<file path="config.mk">
export PLATFORM = sky130hd
export DESIGN_NAME = packed_occupancy_grid
export DESIGN_NICKNAME = d
export VERILOG_FILES = /design/src/rtl/packed_occupancy_grid_pkg.sv /design/src/rtl/packed_occupancy_grid.sv
export SDC_FILE = /design/constraint.sdc
export NUM_CORES = 1
export LEC_CHECK = 0
export ABC_CLOCK_PERIOD_IN_PS = 4840
export CORE_ASPECT_RATIO = 1.25
export CORE_UTILIZATION = 50
export CTS_CLUSTER_DIAMETER = 40
export DETAILED_ROUTE_END_ITERATION = 10
export PLACE_DENSITY = 0.85
export SYNTH_ARGS = -nofsm -noshare
export SYNTH_HDL_FRONTEND = slang
export SYNTH_SLANG_ARGS = --single-unit
</file>
<file path="constraint.sdc">
create_clock -name clk -period 4.84 [get_ports clk]
set_input_delay 1.21 -clock clk [delete_from_list [all_inputs] [get_ports clk]]
set_output_delay 1.21 -clock clk [all_outputs]
set_load 0.005 [all_outputs]
</file>
<file path="src/rtl/packed_occupancy_grid_pkg.sv">
// packed_occupancy_grid_pkg: opcode and FSM state types for the packed occupancy grid
package packed_occupancy_grid_pkg;

    typedef enum logic [1:0] {
        OP_READ      = 2'd0,
        OP_WRITE     = 2'd1,
        OP_CLEAR_ALL = 2'd2
    } op_t;

    typedef enum logic [1:0] {
        IDLE,
        ACCESS,
        CLEAR
    } state_t;

endpackage

</file>
<file path="src/rtl/packed_occupancy_grid.sv">
// packed_occupancy_grid: one occupancy bit per cell, packed into BRAM words, with RMW writes, clear sweep and live count
module packed_occupancy_grid
    import packed_occupancy_grid_pkg::*;
#(
    parameter int GRID_WIDTH_LOG2 = 6,
    parameter int GRID_HEIGHT_LOG2 = 6,
    parameter int DATA_WIDTH_LOG2 = 5,
    localparam int IDX_W = GRID_WIDTH_LOG2 + GRID_HEIGHT_LOG2,
    localparam int ADDR_WIDTH = IDX_W - DATA_WIDTH_LOG2,
    localparam int DATA_W = 1 << DATA_WIDTH_LOG2,
    localparam int CNT_W = IDX_W + 1
) (
    input  logic                        clk,
    input  logic                        rst_n,
    input  logic [GRID_WIDTH_LOG2-1:0]  cell_x_in,
    input  logic [GRID_HEIGHT_LOG2-1:0] cell_y_in,
    input  logic [1:0]                  op_in,
    input  logic                        w_occupied,
    input  logic                        vld_in,
    output logic                        rdy,
    output logic                        vld_out,
    output logic                        r_occupied,
    output logic [CNT_W-1:0]            occupied_count,
    output logic [ADDR_WIDTH-1:0]       mem_addr,
    output logic                        mem_we,
    output logic [DATA_W-1:0]           mem_wdata,
    input  logic [DATA_W-1:0]           mem_rdata
);

    state_t                     state, state_next;
    logic                       is_write_q;
    logic                       wocc_q;
    logic [DATA_WIDTH_LOG2-1:0] bit_q;
    logic [ADDR_WIDTH-1:0]      addr_q;
    logic [ADDR_WIDTH-1:0]      sweep;
    logic [IDX_W-1:0]           idx;
    logic                       accept;
    logic                       old_bit;
    logic                       sweep_done;

    assign idx        = {cell_y_in, cell_x_in};
    assign accept     = (state == IDLE) && vld_in;
    assign old_bit    = mem_rdata[bit_q];
    assign sweep_done = (sweep == '1);

    // State register
    always_ff @(posedge clk or negedge rst_n) begin
        if (!rst_n) state <= IDLE;
        else        state <= state_next;
    end

    // Next state and BRAM port drive; the read address goes out combinationally on accept
    always_comb begin
        state_next = state;
        rdy        = 1'b0;
        mem_addr   = '0;
        mem_we     = 1'b0;
        mem_wdata  = '0;
        case (state)
            IDLE: begin
                rdy = 1'b1;
                if (vld_in) begin
                    if (op_in == OP_CLEAR_ALL) begin
                        state_next = CLEAR;
                    end else begin
                        state_next = ACCESS;
                        mem_addr   = idx[IDX_W-1:DATA_WIDTH_LOG2];
                    end
                end
            end
            ACCESS: begin
                state_next = IDLE;
                if (is_write_q) begin
                    mem_we           = 1'b1;
                    mem_addr         = addr_q;
                    mem_wdata        = mem_rdata;
                    mem_wdata[bit_q] = wocc_q;
                end
            end
            CLEAR: begin
                mem_we   = 1'b1;
                mem_addr = sweep;
                if (sweep_done) state_next = IDLE;
            end
            default: state_next = IDLE;
        endcase
    end

    // Request latch, sweep counter, result and occupancy count bookkeeping
    always_ff @(posedge clk or negedge rst_n) begin
        if (!rst_n) begin
            is_write_q     <= 1'b0;
            wocc_q         <= 1'b0;
            bit_q          <= '0;
            addr_q         <= '0;
            sweep          <= '0;
            vld_out        <= 1'b0;
            r_occupied     <= 1'b0;
            occupied_count <= '0;
        end else begin
            vld_out <= 1'b0;
            if (accept) begin
                is_write_q <= (op_in == OP_WRITE);
                wocc_q     <= w_occupied;
                bit_q      <= idx[DATA_WIDTH_LOG2-1:0];
                addr_q     <= idx[IDX_W-1:DATA_WIDTH_LOG2];
                sweep      <= '0;
            end
            if (state == ACCESS) begin
                r_occupied <= old_bit;
                vld_out    <= 1'b1;
                if (is_write_q && (old_bit != wocc_q))
                    occupied_count <= wocc_q ? occupied_count + CNT_W'(1) : occupied_count - CNT_W'(1);
            end
            if (state == CLEAR) begin
                sweep <= sweep + ADDR_WIDTH'(1);
                if (sweep_done) begin
                    occupied_count <= '0;
                    r_occupied     <= 1'b0;
                    vld_out        <= 1'b1;
                end
            end
        end
    end

endmodule

</file>
==> impl_metrics.env <==
export IMPL_path_class="input pin to primary output"
export IMPL_skew_ns=0.00553
export IMPL_cts_setup_buffers=0
export IMPL_post_route_period_util=0.922
export IMPL_die_y_um=94.9
export IMPL_crit_path_top_delay_cell="clkdlybuf4s50_1"
export IMPL_setup_ws_ns=0.378
export IMPL_fillers=575
export IMPL_max_stage_delay_ns=0.55
export IMPL_status="finished clean"
export IMPL_grt_max_degree=39
export IMPL_wl_mm=9.23
export IMPL_ys_flop_type="dfrtp_1"
export IMPL_tightest_slew_ns=1.10
export IMPL_async_reset_ff_frac=1.00
export IMPL_cts_max_path_buffers=2
export IMPL_slew_headroom=0.268
export IMPL_antenna_found_initial=0
export IMPL_htreeDepth=2
export IMPL_critical_path_top_delay_family="buffers and inverters"
export IMPL_drive_gt1_frac=0.0412
export IMPL_drc=0
export IMPL_power_mw=2.51
export IMPL_p_per_area_mw_per_mm2=551
export IMPL_layout_min_cycle_time_ns=4.46
export IMPL_crit_buf_inv=2
export IMPL_placeableCoreArea_sq_mm=0.00661
export IMPL_final_setup_tns_ns=0
export IMPL_ff2ff_setup_slack_ns=1.34
export IMPL_syn_avg_cell_area_sq_um=7.77
export IMPL_maxCapViolations=0
export IMPL_yosysMostFrequentCell="nand2_1"
export IMPL_crit_chain="clkdlybuf4s50_1 > and2_1 > nand3_1 > a21oi_1 > clkdlybuf4s50_1"
export IMPL_ant_nets=0
export IMPL_syn_area_sq_mm=0.00345
export IMPL_numClockSinks=38
export IMPL_vdd_drop_max_v=0.000383
export IMPL_hold_violations=0
export IMPL_crit_arrival_ns=3.25
export IMPL_grt_pass1_vias=3387
export IMPL_die_w_um=76.3
export IMPL_crit_required_ns=3.63
export IMPL_antennaDiodeCount=0
export IMPL_clockRootBuffer="clkbuf_8"
export IMPL_ys_top_cells_by_count="84 x nand2_1, 39 x a21oi_1, 38 x dfrtp_1"
export IMPL_ys_seq_area_frac=0.276
export IMPL_synth_top_cell_by_area="dfrtp_1"
export IMPL_cp_max_fo=16
export IMPL_synth_edf_count=0
export IMPL_die_area_sq_mm=0.00724
export IMPL_hp_class="flip-flop to flip-flop"
export IMPL_rows=33
export IMPL_cp_end_kind="primary output"
export IMPL_initial_utilization=0.522
export IMPL_yosys_warnings=0
export IMPL_grt_pass1_wl_mm=15.2
export IMPL_dr_pass1_iters=5
export IMPL_cp_start_kind="input pin"
export IMPL_syn2layout_area_growth_pct=31.9
export IMPL_drt_iter0_markers=106
export IMPL_p_leak_nw=1.85
export IMPL_clkTransAtPathRegs_ns=0.08
export IMPL_pre_cts_ws_ns=0.442
export IMPL_grt_ovfl_total=0
export IMPL_io_pins=106
export IMPL_tritoncts="built"
export IMPL_ys_top_cells_by_area="dfrtp_1 28%, mux2i_1 10%, nand2_1 9.1%, ha_1 5.8%, a21oi_1 5.7%"
export IMPL_syn_nets=511
export IMPL_ctsHoldBuffers=0
export IMPL_insertion_delay_ns=0.29
export IMPL_cts_resized=0
export IMPL_slew_violations=0
export IMPL_synth_top_area_frac=0.276
export IMPL_numCtsBuffers=5
export IMPL_hpwl_mm=6.72
export IMPL_finalSetupViolCount=0
export IMPL_routed_via_density=5.73
export IMPL_vias=3561
export IMPL_fmax_mhz=224
export IMPL_finalNetCount=600
export IMPL_finalWeightedCongestion=0.854
export IMPL_port_buffers=105
export IMPL_wl_per_cell_um=14.9
export IMPL_synthDistinctLibCells=49
export IMPL_ys_seq_elements=38
export IMPL_synth_cells=444
export IMPL_cp_common_cell="clkdlybuf4s50_1"
export IMPL_rsz0062_at_grt="false"
export IMPL_grt_util_all_layers=0.258
==> worst min-delay path: stages (launching register included) <==
cell     delay, ns
dfrtp_1       0.35
nand2_1       0.05
nand2_1       0.06
==> kinds of logic after synthesis <==
| kind of cell | after synthesis | share of synthesized area |
|---|---|---|
| DFF | 38 | 0.276 |
| and+or+nand+nor | 196 | 0.260 |
| xor gates and xnor gates | 14 | 0.0355 |
| buffers and inverters | 37 | 0.0631 |
| muxes | 36 | 0.108 |
| adders and majority gates | 17 | 0.0638 |
| AOI/OAI and AO/OA | 106 | 0.194 |
==> report_power, final <==
part / internal, mW / switching (mW)
logic: 0.783 / 0.855
clock network: 0.115 / 0.117
registers: 0.440 / 0.199
==> registers in the layout, summed over array words and instances (netlist names) <==
name / count
is_write_q: 1
sweep: 7
bit_q: 5
addr_q: 7
state: 2
r_occupied: 1
wocc_q: 1
occupied_count: 13
vld_out: 1
==> stage by stage <==
step | utilization | hold slack (ns) | cell area (sq um) | std cells
floorplan | - | 0.446 | 3450 | 444
global route | 0.689 | 0.510 | 4550 | 621
global placement | 0.674 | 0.460 | 4450 | 613
detailed placement | 0.674 | 0.464 | 4450 | 613
CTS | 0.689 | 0.483 | 4550 | 621
finish | 0.689 | 0.480 | 4550 | 621
==> cells in the final DEF (no fill, tap or decap), types with 5 or more instances in the layout <==
cell type,instances
inv_1,10
a22oi_1,6
mux2i_1,35
clkbuf_8,6
nor2_1,32
xor2_1,5
clkdlybuf4s50_1,104
o21ai_0,27
xnor2_1,9
nand3_1,31
nand2b_1,8
ha_1,16
dfrtp_1,38
o221ai_1,6
nand2_1,84
nor3_1,10
a21oi_1,39
or3_1,14
==> layout make-up <==
cell class	count	area, sq um	area share
clock buffer	6	82.6	0.0182
clock inverter	2	12.5	0.00275
inverter	10	37.5	0.00825
multi-input combinational	369	2280	0.501
sequential	38	951	0.209
tap	87	109	0.0239
timing repair buffer	109	1080	0.237
==> path summary, 6_finish.rpt <==
| kind | startpoint | endpoint | cells after the start |
|---|---|---|---|
| setup / recovery | vld_in | mem_addr[3] | 5 |
| hold / removal | addr_q[1] | addr_q[1] | 2 |
| setup reg to reg | wocc_q | occupied_count[12] | 9 |
| hold reg to reg | addr_q[1] | addr_q[1] | 2 |
| max in group asynchronous | rst_n | sweep[2] | 1 |
| min in group asynchronous | rst_n | occupied_count[7] | 1 |
==> layer usage <==
| metal | GRT usage | up-vias | part of all wire |
|---|---|---|---|
| met1 | 0.313 | 1659 | 0.42 |
| met5 | 0 | - | 0 |
| met2 | 0.466 | 138 | 0.50 |
| li1 | - | 1748 | - |
| met3 | 0.0425 | 16 | 0.063 |
| met4 | 0.0849 | 0 | 0.016 |
Power figures use the tool's default switching activity.
